### src/rtl/zsdram_pkg.sv
// Shared definitions for the SDRAM write-port arbiter slice.
// Holds the default bus widths, the burst length and the arbiter FSM state encoding.
// Also holds the round-robin pointer advance helper.
package zsdram_pkg;

  // Bank(2) + Row(13) + Column(9)
  localparam int SDRAM_ADDR_W = 24;
  localparam int SDRAM_DATA_W = 16;
  // Each SDRAM write moves a fixed burst of four data words.
  localparam int BURST_WORDS  = 4;

  typedef enum logic [1:0] {
    ST_IDLE    = 2'd0,
    ST_SETUP   = 2'd1,
    ST_ISSUE   = 2'd2,
    ST_RELEASE = 2'd3
  } wr_state_e;

  // Index of the client after idx, wrapping at n.
  function automatic int rr_next(input int idx, input int n);
    return (idx + 1 >= n) ? 0 : idx + 1;
  endfunction

endpackage

### src/rtl/sdram_wr_arbiter_if.sv
// SDRAM controller write-port bundle: one address, four burst data words, a level request and a done pulse.
// Ports: wr_addr, wr_data1..4 and wr_req are driven by the arbiter (master); wr_done is driven by the
// controller (slave) as a one-cycle pulse.
interface sdram_wr_arbiter_if #(
  parameter int ADDR_W = 24,
  parameter int DATA_W = 16
);
  logic [ADDR_W-1:0] wr_addr;
  logic [DATA_W-1:0] wr_data1;
  logic [DATA_W-1:0] wr_data2;
  logic [DATA_W-1:0] wr_data3;
  logic [DATA_W-1:0] wr_data4;
  logic              wr_req;
  logic              wr_done;

  modport master (
    output wr_addr, wr_data1, wr_data2, wr_data3, wr_data4, wr_req,
    input  wr_done
  );

  modport slave (
    input  wr_addr, wr_data1, wr_data2, wr_data3, wr_data4, wr_req,
    output wr_done
  );
endinterface

### src/rtl/zrr_pick.sv
// Combinational round-robin pick: the first asserted request found searching upward from ptr_i, wrapping.
// Ports: req_i (request vector), ptr_i (search start) -> vld_o (any request), onehot_o, idx_o (winner).
// Pure logic with no state; outputs are zero when no request is asserted.
module zrr_pick #(
  parameter int NUM_REQ = 2,
  parameter int PTR_W   = 1
) (
  input  logic [NUM_REQ-1:0] req_i,
  input  logic [PTR_W-1:0]   ptr_i,
  output logic               vld_o,
  output logic [NUM_REQ-1:0] onehot_o,
  output logic [PTR_W-1:0]   idx_o
);

  logic [PTR_W-1:0] cand;

  always_comb begin
    vld_o    = 1'b0;
    onehot_o = '0;
    idx_o    = '0;
    cand     = '0;
    for (int off = 0; off < NUM_REQ; off++) begin
      cand = PTR_W'((int'(ptr_i) + off) % NUM_REQ);
      if (!vld_o && req_i[cand]) begin
        vld_o          = 1'b1;
        onehot_o[cand] = 1'b1;
        idx_o          = cand;
      end
    end
  end

endmodule

### src/rtl/sdram_wr_arbiter.sv
// Round-robin arbiter sharing one SDRAM write port (address + 4-word burst) between NUM_REQ clients.
// Ports: clk, rst (sync, active-high), en (gates new grants), iReq/iAddr/iData per client,
// oDone (one-cycle per-client pulse), oGrant (one-hot owner), oTimeout_Err, sdram (controller bundle).
// Optional macro WR_TIMEOUT_EN: bounds the wait for wr_done to TIMEOUT_CYC cycles and flags a sticky error.
module sdram_wr_arbiter
  import zsdram_pkg::*;
#(
  parameter int NUM_REQ     = 2,
  parameter int ADDR_W      = SDRAM_ADDR_W,
  parameter int DATA_W      = SDRAM_DATA_W,
  parameter int TIMEOUT_CYC = 4096
) (
  input  logic                                clk,
  input  logic                                rst,
  input  logic                                en,
  input  logic [NUM_REQ-1:0]                  iReq,
  input  logic [NUM_REQ*ADDR_W-1:0]           iAddr,
  input  logic [NUM_REQ*BURST_WORDS*DATA_W-1:0] iData,
  output logic [NUM_REQ-1:0]                  oDone,
  output logic [NUM_REQ-1:0]                  oGrant,
  output logic                                oTimeout_Err,
  sdram_wr_arbiter_if.master                  sdram
);

  localparam int PTR_W = $clog2(NUM_REQ);

  if (NUM_REQ < 2 || NUM_REQ > 4 || TIMEOUT_CYC < 2) begin : g_param_chk
    $error("sdram_wr_arbiter: NUM_REQ must be 2..4 and TIMEOUT_CYC at least 2");
  end

  // Packed views of the flat client buses: element k is client k.
  logic [NUM_REQ-1:0][ADDR_W-1:0]                  cli_addr;
  logic [NUM_REQ-1:0][BURST_WORDS-1:0][DATA_W-1:0] cli_data;
  assign cli_addr = iAddr;
  assign cli_data = iData;

  wr_state_e                         state_q, state_d;
  logic [PTR_W-1:0]                  ptr_q, ptr_d;
  logic [PTR_W-1:0]                  idx_q, idx_d;
  logic [NUM_REQ-1:0]                grant_q, grant_d;
  logic [NUM_REQ-1:0]                done_q, done_d;
  logic                              req_q, req_d;
  logic [ADDR_W-1:0]                 addr_q, addr_d;
  logic [BURST_WORDS-1:0][DATA_W-1:0] data_q, data_d;

  logic                              pick_vld;
  logic [NUM_REQ-1:0]                pick_onehot;
  logic [PTR_W-1:0]                  pick_idx;

`ifdef WR_TIMEOUT_EN
  localparam int CNT_W = $clog2(TIMEOUT_CYC);
  logic [CNT_W-1:0] cnt_q, cnt_d;
  logic             err_q, err_d;
  logic             timeout_hit;
  assign timeout_hit = (cnt_q == CNT_W'(TIMEOUT_CYC - 1));
`else
  logic             timeout_hit;
  assign timeout_hit = 1'b0;
`endif

  zrr_pick #(
    .NUM_REQ (NUM_REQ),
    .PTR_W   (PTR_W)
  ) u_pick (
    .req_i    (iReq),
    .ptr_i    (ptr_q),
    .vld_o    (pick_vld),
    .onehot_o (pick_onehot),
    .idx_o    (pick_idx)
  );

  always_comb begin
    state_d = state_q;
    ptr_d   = ptr_q;
    idx_d   = idx_q;
    grant_d = grant_q;
    done_d  = '0;
    req_d   = req_q;
    addr_d  = addr_q;
    data_d  = data_q;
`ifdef WR_TIMEOUT_EN
    cnt_d   = cnt_q;
    err_d   = err_q;
`endif
    unique case (state_q)
      ST_IDLE: begin
        if (en && pick_vld) begin
          grant_d = pick_onehot;
          idx_d   = pick_idx;
          addr_d  = cli_addr[pick_idx];
          data_d  = cli_data[pick_idx];
          state_d = ST_SETUP;
        end
      end
      ST_SETUP: begin
        // Address/data have been stable for one cycle; raise the request on the way into ISSUE.
        req_d   = 1'b1;
        state_d = ST_ISSUE;
`ifdef WR_TIMEOUT_EN
        cnt_d   = '0;
`endif
      end
      ST_ISSUE: begin
        if (sdram.wr_done || timeout_hit) begin
          req_d   = 1'b0;
          done_d  = grant_q;
          ptr_d   = PTR_W'(rr_next(int'(idx_q), NUM_REQ));
          state_d = ST_RELEASE;
`ifdef WR_TIMEOUT_EN
          // A done arriving on the final counted cycle still counts as a clean completion.
          if (!sdram.wr_done) begin
            err_d = 1'b1;
          end
`endif
        end
`ifdef WR_TIMEOUT_EN
        else begin
          cnt_d = cnt_q + 1'b1;
        end
`endif
      end
      ST_RELEASE: begin
        // Gap cycle so the served client can drop iReq before requests are sampled again.
        grant_d = '0;
        state_d = ST_IDLE;
      end
      default: state_d = ST_IDLE;
    endcase
  end

  always_ff @(posedge clk) begin
    if (rst) begin
      state_q <= ST_IDLE;
      ptr_q   <= '0;
      idx_q   <= '0;
      grant_q <= '0;
      done_q  <= '0;
      req_q   <= 1'b0;
      addr_q  <= '0;
      data_q  <= '0;
`ifdef WR_TIMEOUT_EN
      cnt_q   <= '0;
      err_q   <= 1'b0;
`endif
    end else begin
      state_q <= state_d;
      ptr_q   <= ptr_d;
      idx_q   <= idx_d;
      grant_q <= grant_d;
      done_q  <= done_d;
      req_q   <= req_d;
      addr_q  <= addr_d;
      data_q  <= data_d;
`ifdef WR_TIMEOUT_EN
      cnt_q   <= cnt_d;
      err_q   <= err_d;
`endif
    end
  end

  assign oGrant         = grant_q;
  assign oDone          = done_q;
  assign sdram.wr_addr  = addr_q;
  assign sdram.wr_data1 = data_q[0];
  assign sdram.wr_data2 = data_q[1];
  assign sdram.wr_data3 = data_q[2];
  assign sdram.wr_data4 = data_q[3];
  assign sdram.wr_req   = req_q;

`ifdef WR_TIMEOUT_EN
  assign oTimeout_Err = err_q;
`else
  assign oTimeout_Err = 1'b0;
`endif

endmodule

### src/flat_wrapper.sv
// flat-port wrapper written by rule: the top's interface ports become plain ports
module sdram_wr_arbiter_flat import zsdram_pkg::*;
#(
  parameter int NUM_REQ     = 2,
  parameter int ADDR_W      = SDRAM_ADDR_W,
  parameter int DATA_W      = SDRAM_DATA_W,
  parameter int TIMEOUT_CYC = 4096
)
  (clk, rst, en, iReq, iAddr, iData, oDone, oGrant, oTimeout_Err, sdram_wr_addr, sdram_wr_data1, sdram_wr_data2, sdram_wr_data3, sdram_wr_data4, sdram_wr_req, sdram_wr_done);
  sdram_wr_arbiter_if #(.ADDR_W(ADDR_W), .DATA_W(DATA_W)) sdram_i ();
  input  logic clk;
  input  logic rst;
  input  logic en;
  input  logic [NUM_REQ-1:0] iReq;
  input  logic [NUM_REQ*ADDR_W-1:0] iAddr;
  input  logic [NUM_REQ*BURST_WORDS*DATA_W-1:0] iData;
  output logic [NUM_REQ-1:0] oDone;
  output logic [NUM_REQ-1:0] oGrant;
  output logic oTimeout_Err;
  output wire logic [$bits(sdram_i.wr_addr)-1:0] sdram_wr_addr;
  output wire logic [$bits(sdram_i.wr_data1)-1:0] sdram_wr_data1;
  output wire logic [$bits(sdram_i.wr_data2)-1:0] sdram_wr_data2;
  output wire logic [$bits(sdram_i.wr_data3)-1:0] sdram_wr_data3;
  output wire logic [$bits(sdram_i.wr_data4)-1:0] sdram_wr_data4;
  output wire logic [$bits(sdram_i.wr_req)-1:0] sdram_wr_req;
  input wire logic [$bits(sdram_i.wr_done)-1:0] sdram_wr_done;
  assign sdram_wr_addr = sdram_i.wr_addr;
  assign sdram_wr_data1 = sdram_i.wr_data1;
  assign sdram_wr_data2 = sdram_i.wr_data2;
  assign sdram_wr_data3 = sdram_i.wr_data3;
  assign sdram_wr_data4 = sdram_i.wr_data4;
  assign sdram_wr_req = sdram_i.wr_req;
  assign sdram_i.wr_done = sdram_wr_done;
  sdram_wr_arbiter #(.NUM_REQ(NUM_REQ), .ADDR_W(ADDR_W), .DATA_W(DATA_W), .TIMEOUT_CYC(TIMEOUT_CYC)) u_core (.clk(clk), .rst(rst), .en(en), .iReq(iReq), .iAddr(iAddr), .iData(iData), .oDone(oDone), .oGrant(oGrant), .oTimeout_Err(oTimeout_Err), .sdram(sdram_i));
endmodule
### config.mk
export PLATFORM = sky130hd
export DESIGN_NAME = sdram_wr_arbiter_flat
export DESIGN_NICKNAME = d
export VERILOG_FILES = /design/src/rtl/zsdram_pkg.sv /design/src/rtl/sdram_wr_arbiter_if.sv /design/src/rtl/zrr_pick.sv /design/src/rtl/sdram_wr_arbiter.sv /design/src/flat_wrapper.sv
export SDC_FILE = /design/constraint.sdc
export NUM_CORES = 1
export LEC_CHECK = 0
export BUFFER_PORTS_ARGS = -buffer_cell sky130_fd_sc_hd__clkbuf_2
export CAP_MARGIN = 40
export CELL_PAD_IN_SITES_DETAIL_PLACEMENT = 2
export CELL_PAD_IN_SITES_GLOBAL_PLACEMENT = 2
export CORE_MARGIN = 2
export CORE_UTILIZATION = 23
export CTS_CLUSTER_SIZE = 8
export DETAILED_ROUTE_END_ITERATION = 10
export PLACE_DENSITY = 0.87
export SYNTH_ARGS = -nofsm -noshare
export SYNTH_HDL_FRONTEND = slang
export SYNTH_SLANG_ARGS = --single-unit
### constraint.sdc
create_clock -name clk -period 1.72 [get_ports clk]
set_input_delay 0.258 -clock clk [delete_from_list [all_inputs] [get_ports clk]]
set_output_delay 0.258 -clock clk [all_outputs]
set_load 0.005 [all_outputs]
# Yosys cells after proc, flatten, opt, wreduce, memory -nomap -nowiden
# Cells that the tools add are included.
# classes
addsub,2
order_cmp,6
eq_ne,5
muxes,26
bitwise_logic,3
reduce_logical,14
# op_table
op,n
$mux W64,2
$mux W24,2
$mux W1,12
$mux W2,5
$reduce_and A2 Y1,5
$pmux W2 S4,1
$lt A1 B2 Y1 const B,3
$eq A2 B2 Y1 const B,2
$logic_and A1 B1 Y1,4
$pmux W2 S2,1
$reduce_bool A2 Y1,2
$reduce_or A3 Y1,1
$add A1 B1 Y2 const B,1
$demux W1 S1,2
$eq A2 B1 Y1 const B,1
$ge A1 B1 Y1 const B,2
$ge A2 B2 Y1 const B,1
$logic_not A2 Y1,1
$ne A2 B1 Y1 const B,1
$ne A2 B2 Y1 const B,1
$not A1 Y1,2
$or A2 B2 Y2,1
$pmux W1 S2,1
$add A1 B1 Y1 const B,1
$logic_not A1 Y1,1
# word_totals
register_bits,97
in_bits,182
wordCells,67

# Depth between registers and ports, before layout
# Gate-level depths: netlist (run 1).
# logic_depth
word_depth,9
mapped_depth,8

# Modules after synthesis
# A second synthesis (run 1) with hierarchy kept.
# unflattened
hier_cells,445
area_unflattened_um2,4626.9
# by_module_without_submodules
module,instances,cells_each,area_each_um2,seq_area_each_um2
sdram_wr_arbiter,1,440,4594.4,1941.9
zrr_pick,1,5,32.5,0.0

# Worst setup path before layout (run 1)
# Ideal clock, no wire load.
# synth_timing
path_type,reg-to-reg
startpoint,reg u_core.state_q[0]
endpoint,reg u_core.data_q (netlist bit u_core.sdram.wr_data3[10])
setup_ns,0.092
arrival_time_ns,1.410
t_required_ns,1.628
setup_slack_ns,0.218
stages_incl_launch_ff,8
period_less_slack_ns,1.502
cell_sequence,dfxtp_1 > inv_1 > ha_1 > o211a_1 > buf_4 > buf_2 > buf_2 > a311oi_1
# synth_between
elab_chain_len,2
# synth_rtl
item,line,rtl
"start, declared",sdram_wr_arbiter.sv:37,"wr_state_e state_q, state_d;"
"start signal, assigned",sdram_wr_arbiter.sv:146,state_q <= state_d;
$logic_not A2 Y1,sdram_wr_arbiter.sv:85,unique case (state_q)
$reduce_and A2 Y1 (no source line),n/a,
"end signal, assigned",sdram_wr_arbiter.sv:153,data_q <= data_d;
"end, declared",sdram_wr_arbiter.sv:44,"logic [BURST_WORDS-1:0][DATA_W-1:0] data_q, data_d;"
# No other way between the ends.
# A chain may end at the register's enable or synchronous reset.

# Worst setup path after layout (run 1)
# Same ends and word-level chain as after synthesis.

==> results of run 1 <==
## stage by stage
step	utilization	setup WS, ns	hold slack, ns
after floorplan	-	0.218	0.377
after global placement	0.316	0.224	0.466
after detailed placement	0.316	0.0661	0.465
after CTS	0.332	0.0626	0.148
after global routing	0.340	0.0116	0.150
final	0.340	0.135	0.161
## worst reg2reg max path, stage by stage (launching register included)
cell	delay [ns]
dfxtp_1	0.34
inv_1	0.09
ha_2	0.22
o211a_4	0.27
buf_12	0.19
nor2_1	0.08
a311oi_1	0.30
## worst paths after layout
kind,cells past startpoint,end,from
setup reg to reg,6,u_core.sdram.wr_data3[10],u_core.state_q[0]
setup / recovery,6,u_core.sdram.wr_data3[10],u_core.state_q[0]
hold / removal,3,u_core.sdram.wr_data2[6],iData[86]
hold reg to reg,1,u_core.ptr_q,u_core.idx_q
## layout by cell type (no fill, tap or decap), types with 4 or more instances in the layout
cell type / instances
clkbuf_2: 272
dfxtp_1: 97
nor2_1: 94
nand3_1: 90
o21ai_0: 70
a311oi_1: 64
a311oi_2: 25
o21ai_1: 20
clkbuf_16: 13
buf_12: 12
buf_4: 9
nand2_1: 4
nand2b_1: 4
a21oi_1: 4
## registers in the layout, indices dropped and copies added, names as in the netlist
signal / count
u_core.oGrant: 2
u_core.sdram.wr_data1: 16
u_core.sdram.wr_req: 1
u_core.idx_q: 1
u_core.sdram.wr_data4: 16
u_core.state_q: 2
u_core.oDone: 2
u_core.sdram.wr_data2: 16
u_core.sdram.wr_data3: 16
u_core.ptr_q: 1
u_core.sdram.wr_addr: 24
## layer usage
| layer | share of wire | track usage | vias to the layer above |
|---|---|---|---|
| met5 | 0 | 0 | - |
| met4 | 0.019 | 0.0471 | 0 |
| met3 | 0.057 | 0.0513 | 23 |
| met2 | 0.51 | 0.337 | 193 |
| met1 | 0.42 | 0.215 | 2729 |
| li1 | - | - | 2576 |
## logic make-up after synthesis
kind of cell / after synthesis / share of synthesized area
AO/OA/AOI/OAI: 188 / 0.303
adder cells (fa/ha/maj): 4 / 0.0107
buffers and inverters: 74 / 0.0799
flip-flops: 97 / 0.416
multiplexers: 1 / 0.00215
other: 1 / 0.000804
AND/OR/NAND/NOR: 196 / 0.187
## area by class of cell
type	instances	area, µm²	share of cell area
Clock buffer	11	253	0.0370
Inverter	4	15.0	0.00220
Clock inverter	5	60.1	0.00880
Multi-Input combinational cell	391	2420	0.354
Tap cell	270	338	0.0495
Antenna cell	1	2.50	0.000367
Timing Repair Buffer	298	1800	0.263
Sequential cell	97	1940	0.285
## where the power goes
part           total (W)  internal [W]  switching [W]
logic            0.00360       0.00161        0.00199
clock network    0.00219       0.00122       0.000975
registers        0.00321       0.00287       0.000345
## timing repair
item,CTS,global route
endpoints found under the setup margin,0,20
hold endpoints to repair,0,0
setup buffers,0,1
resized for setup,0,8
==> flow_summary_export.csv, run 1 <==
group,metric,value,unit
status,status,"completed",
setup_path,crit_arrival,1.82,ns
synth,synth_top_cell_by_area,"dfxtp_1",
floorplanning,dieArea,0.0214,mm²
grt,grt-ovfl-total,0,
clock_network,hold_buffers,0,
grt,antenna_found_initial,1,
setup_path,crit_family,"compound AO/OA/AOI/OAI gates",
synth,ys_warn_count,0,
setup_path,end_kind,"flop",
timing,finalMaxSlewViolations,0,
timing,clock_skew,0.0114,ns
clock_network,cts_root_buf,"clkbuf_16",
clock_network,clkLatencyLatePin,0.35,ns
routing,drc,0,
timing,setup_viol,0,
timing,finalSetupTns,0,ns
floorplanning,die_h,146,µm
power,irDropWorstVdd,0.502,mV
hold_path,min_path_type,"input port to flop",
clock_network,numCtsBuffers,9,
clock_network,path_clk_slew,0.08,ns
routing,dr_total_vias,5521,
clock_network,cts_tree,"built",
power,power,0.00900,W
synth,ys_async_sr_fraction,0,
synth,ys_ff_latch,97,
setup_path,slowest_stage,"dfxtp_1",
floorplanning,io_pins,276,
place,port_buffers,274,
setup_path,path_class,"flop to flop",
setup_path,start_kind,"flop",
place,dp_cells,1054,
setup_path,reg2reg_setup_slack,0.13,ns
synth,synthTopCellsByArea,"dfxtp_1 (42%), a311oi_1 (13%), nand3_1 (9.7%)",
synth,netlist_instances,561,
grt,grt_max_degree,65,
setup_path,required,1.95,ns
synth,synth.top_cell.area_share,0.416,
timing,fmax,631,MHz
clock_network,cts_max_level,3,
flow_run,drv_cap,0,
clock_network,cts.sinks,97,
final_layout,finalInstanceArea,0.00682,mm²
routing,route.antenna.remaining_nets,0,
setup_path,critPathMaxStageDelay,0.34,ns
place,dp_hpwl,14.7,mm
power,powerDensity,1320,mW/mm²
floorplanning,rows,52,
synth,postSynthAreaPerCell,8.31,µm²
synth,ys.flop_type,"dfxtp_1",
synth,synthTopCellsByCount,"dfxtp_1 (97), nor2_1 (94), nand3_1 (90)",
synth,synth_most_common_cell,"dfxtp_1",
setup_path,path_buf_inv,2,
routing,drtIter0Drc,186,
synth,syn_nets,747,
routing,drt_pass1_iterations,4,
final_layout,fill_cells,2384,
routing,viasPerCell,5.13,
floorplanning,start_util,0.233,
grt,grtUsageTotal,0.185,
timing,hold_violations,0,
synth,syn_area,0.00466,mm²
synth,yosysUniqueCellTypes,28,
routing,totalWireLength,21.4,mm
grt,grt_first_pass_wirelength,31.7,mm
synth,synth_edf_count,0,
setup_path,critPathMaxFanout,20,
grt,grt_pass1_vias,5774,
final_layout,stdcell_count,1077,
clock_network,cts-root-to-sink-buffers,2,
floorplanning,design.core.area,0.0200,mm²
synth,seq_area_frac_synth,0.416,
timing,fin_crit_sh,0.922,
final_layout,num-nets-final,987,
final_layout,synthToLayoutAreaGrowth,46.3,%
setup_path,worstPathCellList,"inv_1 -> ha_2 -> o211a_4 -> buf_12 -> nor2_1 -> a311oi_1",
power,power_leakage,2.86,nW
floorplanning,die_w,146,µm
place,dpl_cell_area,0.00634,mm²
place,finalWeightedCongestion,0.743,
routing,wire_per_inst,19.9,µm
timing,fin_crit,1.59,ns
timing,rsz0062_at_grt,"no",
final_layout,layout-drive-gt1-share,0.428,
Note: power is estimated with default switching activity, not from simulation.
==> run 2: changes to the inputs <==
ABC_AREA = 1   (was default)
CORE_UTILIZATION = 21   (was 23)
PLACE_DENSITY = 0.86   (was 0.87)
==> run 2 against run 1 <==
- sequential power shrank 5%
- via count grew 6.2%
- highest routed layer unchanged
- total power fell by 4.9%
- non-clock buffer count is 11 lower
- global-route usage shrank 2.8 points
- fmax is essentially flat
- routed wire length fell by 6.6%
- combinational power fell by 8.6%
==> flow_summary_export.csv, run 2 <==
group,metric,value,unit
floorplanning,die_w,158,µm
setup_path,reg2reg_depth,8,
routing,drc,0,
timing,fmax,631,MHz
clock_network,cts_root_buf,"clkbuf_16",
routing,totalWireLength,20.0,mm
place,finalWeightedCongestion,0.753,
setup_path,r2r-start,"u_core.state_q[0]",
clock_network,clkLatencyLatePin,0.34,ns
final_layout,num-nets-final,1251,
routing,drtIter0Drc,138,
place,port_buffers,274,
synth,synthTopCellsByArea,"dfxtp_1 (39%), nand2_1 (21%), inv_1 (14%)",
setup_path,critPathMaxFanout,39,
routing,viasPerCell,4.22,
timing,rsz0062_at_grt,"no",
routing,drt_pass1_iterations,4,
synth,syn_area,0.00500,mm²
setup_path,reg2reg_setup_slack,0.14,ns
clock_network,cts_tree,"built",
power,powerDensity,1210,mW/mm²
place,dpl_cell_area,0.00672,mm²
final_layout,diodes,0,
flow_run,drv_cap,0,
clock_network,cts.sinks,97,
final_layout,final_common_cell,"nand2_1",
synth,ys_async_sr_fraction,0,
synth,synth_edf_count,0,
floorplanning,io_pins,276,
final_layout,synthToLayoutAreaGrowth,41.5,%
clock_network,path_clk_slew,0.07,ns
clock_network,numCtsBuffers,9,
hold_path,worstHoldStart,"iData[54]",
floorplanning,design.core.area,0.0234,mm²
synth,netlist_instances,815,
timing,finalMaxSlewViolations,0,
synth,postSynthAreaPerCell,6.13,µm²
hold_path,min_path_type,"input port to flop",
synth,synth.top_cell.area_share,0.388,
setup_path,required,1.96,ns
status,status,"completed",
floorplanning,start_util,0.214,
routing,route.antenna.remaining_nets,0,
timing,finalSetupTns,0,ns
setup_path,path_class,"flop to flop",
timing,fin_crit_sh,0.921,
grt,grt-ovfl-total,0,
grt,grt_max_degree,53,
grt,antenna_found_initial,0,
clock_network,cts_max_level,3,
final_layout,largest_reg_flops,24,
clock_network,cts-root-to-sink-buffers,2,
final_layout,layout-drive-gt1-share,0.289,
floorplanning,rows,56,
synth,synth_top_cell_by_area,"dfxtp_1",
clock_network,post_cts_buffers,0,
final_layout,utilization,0.302,
final_layout,stdcell_count,1389,
power,power_leakage,4.05,nW
setup_path,crit_arrival,1.83,ns
synth,synthTopCellsByCount,"nand2_1 (279), inv_1 (186), dfxtp_1 (97)",
timing,clock_skew,0.00594,ns
final_layout,layout_common_cells,"nand2_1 (279), clkbuf_2 (273), inv_1 (186)",
floorplanning,dieArea,0.0251,mm²
routing,wire_per_inst,14.4,µm
synth,syn_nets,1001,
routing,dr_total_vias,5863,
synth,ys_ff_latch,97,
place,dp_hpwl,15.2,mm
synth,seq_area_frac_synth,0.388,
timing,setup_viol,0,
setup_path,timing.rr.end,"u_core.sdram.wr_data2[3]",
place,dp_cells,1372,
synth,ys_warn_count,0,
floorplanning,die_h,158,µm
grt,grtUsageTotal,0.157,
grt,grt_first_pass_wirelength,31.0,mm
synth,synth_most_common_cell,"nand2_1",
timing,fin_crit,1.58,ns
power,irDropWorstVdd,0.334,mV
synth,ys.flop_type,"dfxtp_1",
final_layout,finalInstanceArea,0.00707,mm²
grt,grt_pass1_vias,6275,
hold_path,min_path_cells,5,
final_layout,fill_cells,3031,
timing,hold_violations,0,
setup_path,end_kind,"flop",
setup_path,start_kind,"flop",
hold_path,holdPathEnd,"u_core.sdram.wr_data4[6]",
synth,yosysUniqueCellTypes,19,
[run 2: cell count changes after synthesis, moves of 5 or more]
cell      delta
buf_1        +7
nand2_1    +275
o21ai_0     -68
inv_1      +183
buf_4        -7
clkbuf_1    -22
o21ai_1     -20
a21oi_1     +90
nor2_1      -89
a311oi_1    -69
a311oi_2    -20
nand2b_1     -5
[run 2: worst max-delay path, cell delays in order (launching register included)]
cell and delay (ns):
dfxtp_1 0.34, inv_1 0.11, ha_2 0.24, nand3_4 0.12
clkinv_2 0.15, buf_12 0.21, nand3_1 0.15, nand2_1 0.09
inv_1 0.04
[run 2: report_power, final]
part	switching, W	internal [W]	total, W
Clock	0.000916	0.00129	0.00221
Combinational	0.00196	0.00133	0.00329
Sequential	0.000277	0.00278	0.00306
Total	0.00316	0.00540	0.00856
[run 2: layer usage]
layer	vias up	track usage	routed length, µm
li1	2912	-	-
met1	2764	0.165	7930
met4	0	0.0631	516
met3	26	0.0340	1120
met5	-	0	0
met2	161	0.304	10500
[run 2: metrics by stage]
stage	total power (W)	worst slack (ns)	hold WS [ns]
global route	0.00931	0.0200	0.201
finish	0.00856	0.136	0.196
CTS	0.00871	0.0875	0.175
floorplan	0.00495	0.365	0.424
detailed placement	0.00643	0.0984	0.446
global placement	0.00623	0.194	0.431
[run 2: cell type report]
type | count | area, µm² | area share
inverter | 188 | 707 | 0.0999
multi-input combinational | 482 | 2110 | 0.298
sequential | 97 | 1940 | 0.274
timing repair buffer | 287 | 1590 | 0.225
clock buffer | 13 | 280 | 0.0396
clock inverter | 3 | 46.3 | 0.00654
tap | 319 | 399 | 0.0564
[run 2: what timing repair did]
item | 4_1_cts | 5_1_grt
endpoints found under the setup margin | 0 | 11
hold endpoints to repair | 0 | 0
hold buffers | 0 | 0
resized for setup | 0 | 1
[run 2: worst max-delay path by stage]
stage                                 start                        end  slack, ns  cells past startpoint
after detailed placement  u_core.state_q[0]   u_core.sdram.wr_data3[2]        0.1                      8
after floorplan           u_core.state_q[0]    u_core.sdram.wr_addr[0]       0.37                      8
final                     u_core.state_q[0]   u_core.sdram.wr_data2[3]       0.14                      8
after global placement    u_core.state_q[0]   u_core.sdram.wr_data3[2]       0.19                      8
after global routing      u_core.state_q[0]   u_core.sdram.wr_data2[3]       0.02                      8
after CTS                 u_core.state_q[0]  u_core.sdram.wr_data3[10]       0.09                      8
[run 2: cell families (layout without fill, tap and decap cells)]
family	count (synthesis)	in the layout	synth area share
simple gates	380	380	0.311
buf+inv	236	491	0.192
compound gates	97	97	0.0976
flops	97	97	0.388
fa+ha+maj	4	4	0.0100
other cells	1	1	0.000750
==> run 3: changes to the inputs <==
SETUP_SLACK_MARGIN = 0.2   (was default)
==> run 3 against run 2 <==
- first-iteration DRC count increased by 22%
- combinational power grew 5%
- clock skew up 0.0015 ns
- critical path type unchanged
==> flow_summary_export.csv, run 3 (synthesis gave the netlist of run 2 again) <==
group,metric,value,unit
grt,grtUsageTotal,0.161,
routing,route.antenna.remaining_nets,0,
hold_path,min_path_type,"input port to flop",
clock_network,path_clk_slew,0.07,ns
grt,grt_first_pass_wirelength,31.5,mm
place,dp_hpwl,15.2,mm
clock_network,hold_buffers,0,
timing,fmax,687,MHz
final_layout,stdcell_count,1392,
setup_path,end_kind,"flop",
floorplanning,io_pins,276,
setup_path,critPathMaxFanout,39,
routing,wire_per_inst,14.6,µm
power,powerDensity,1220,mW/mm²
final_layout,num-nets-final,1254,
setup_path,crit_arrival,1.70,ns
power,power_leakage,4.08,nW
routing,viasPerCell,4.21,
final_layout,final_common_cell,"nand2_1",
timing,hold_violations,0,
grt,antenna_found_initial,0,
setup_path,path_class,"flop to flop",
routing,dr_total_vias,5856,
setup_path,reg2reg_depth,8,
clock_network,cts.sinks,97,
routing,drt_pass1_iterations,4,
clock_network,cts_max_level,3,
hold_path,min_path_cells,5,
routing,drtIter0Drc,168,
clock_network,cts_tree,"built",
clock_network,numCtsBuffers,9,
place,finalWeightedCongestion,0.753,
flow_run,drv_cap,0,
timing,setup_viol,0,
timing,clock_skew,0.00744,ns
routing,totalWireLength,20.3,mm
floorplanning,start_util,0.214,
status,status,"completed",
final_layout,layout_common_cells,"nand2_1 (279), clkbuf_2 (273), inv_1 (184)",
timing,finalSetupTns,0,ns
floorplanning,dieArea,0.0251,mm²
routing,drc,0,
floorplanning,die_w,158,µm
floorplanning,rows,56,
timing,rsz0062_at_grt,"yes",
floorplanning,die_h,158,µm
floorplanning,design.core.area,0.0234,mm²
final_layout,diodes,0,
timing,fin_crit,1.46,ns
timing,fin_crit_sh,0.847,
grt,grt-ovfl-total,0,
clock_network,cts_root_buf,"clkbuf_16",
timing,finalMaxSlewViolations,0,
setup_path,required,1.96,ns
place,port_buffers,274,
grt,grt_max_degree,53,
final_layout,layout-drive-gt1-share,0.295,
grt,grt_pass1_vias,6267,
place,dp_cells,1372,
clock_network,clkLatencyLatePin,0.34,ns
final_layout,synthToLayoutAreaGrowth,43.1,%
final_layout,largest_reg_flops,24,
clock_network,cts-root-to-sink-buffers,2,
setup_path,start_kind,"flop",
power,irDropWorstVdd,0.346,mV
## run 3: changes by cell type in the layout (fill, tap and decap cells not counted), moves of 2 or more
| cell | change |
|---|---|
| buf_6 | +2 |
| dfxtp_1 | -2 |
| dfxtp_2 | +2 |
| inv_1 | -2 |
| inv_2 | +2 |
## run 3: worst max-delay path: stages, from the launching register on
cell     delay [ns]
dfxtp_2        0.34
inv_2          0.09
ha_4           0.16
nand3_4        0.13
inv_8          0.12
buf_12         0.20
nand3_1        0.15
nand2_1        0.09
inv_1          0.04
## run 3: timing repair
item	CTS	global route
gates cloned	2	0
resized for setup	5	7
setup endpoints to repair	59	82
setup buffers	0	2
## run 3: layer usage
layer  vias up  routed length [µm]  global-route usage
met3        28                1160              0.0346
met4         0                 544              0.0648
met2       159               10600               0.307
met5         -                   0                   0
met1      2748                8020               0.172
li1       2921                   -                   -
## run 3: where the power goes
part           switching [W]  internal [W]
registers           0.000281       0.00278
logic                0.00202       0.00144
clock network       0.000917       0.00129
## run 3: worst paths after layout
path	startpoint	endpoint	slack, ns
setup reg to reg	u_core.state_q[0]	u_core.sdram.wr_data2[3]	0.26
hold / removal	iData[54]	u_core.sdram.wr_data4[6]	0.19
hold reg to reg	u_core.oGrant[1]	u_core.oDone[1]	0.46
setup / recovery	u_core.state_q[0]	u_core.sdram.wr_data2[3]	0.26
## run 3: cell type report
class / count / area (µm²)
fillers: 3022 / 16200
multi-input cells: 482 / 2120
flip-flops and latches: 97 / 1940
repair buffers: 290 / 1650
inverters: 188 / 713
well taps: 319 / 399
clock buffers: 13 / 280
clock inverters: 3 / 46.3
## run 3: stage by stage
step | total power, W | hold slack [ns] | area (µm²) | util | setup slack, ns
after floorplan | 0.00495 | 0.424 | 5000 | - | 0.365
after global placement | 0.00623 | 0.431 | 6720 | 0.287 | 0.194
after detailed placement | 0.00643 | 0.446 | 6720 | 0.287 | 0.0984
after CTS | 0.00891 | 0.175 | 7120 | 0.304 | 0.174
after global routing | 0.00949 | 0.200 | 7150 | 0.306 | 0.178
final | 0.00874 | 0.194 | 7150 | 0.306 | 0.263
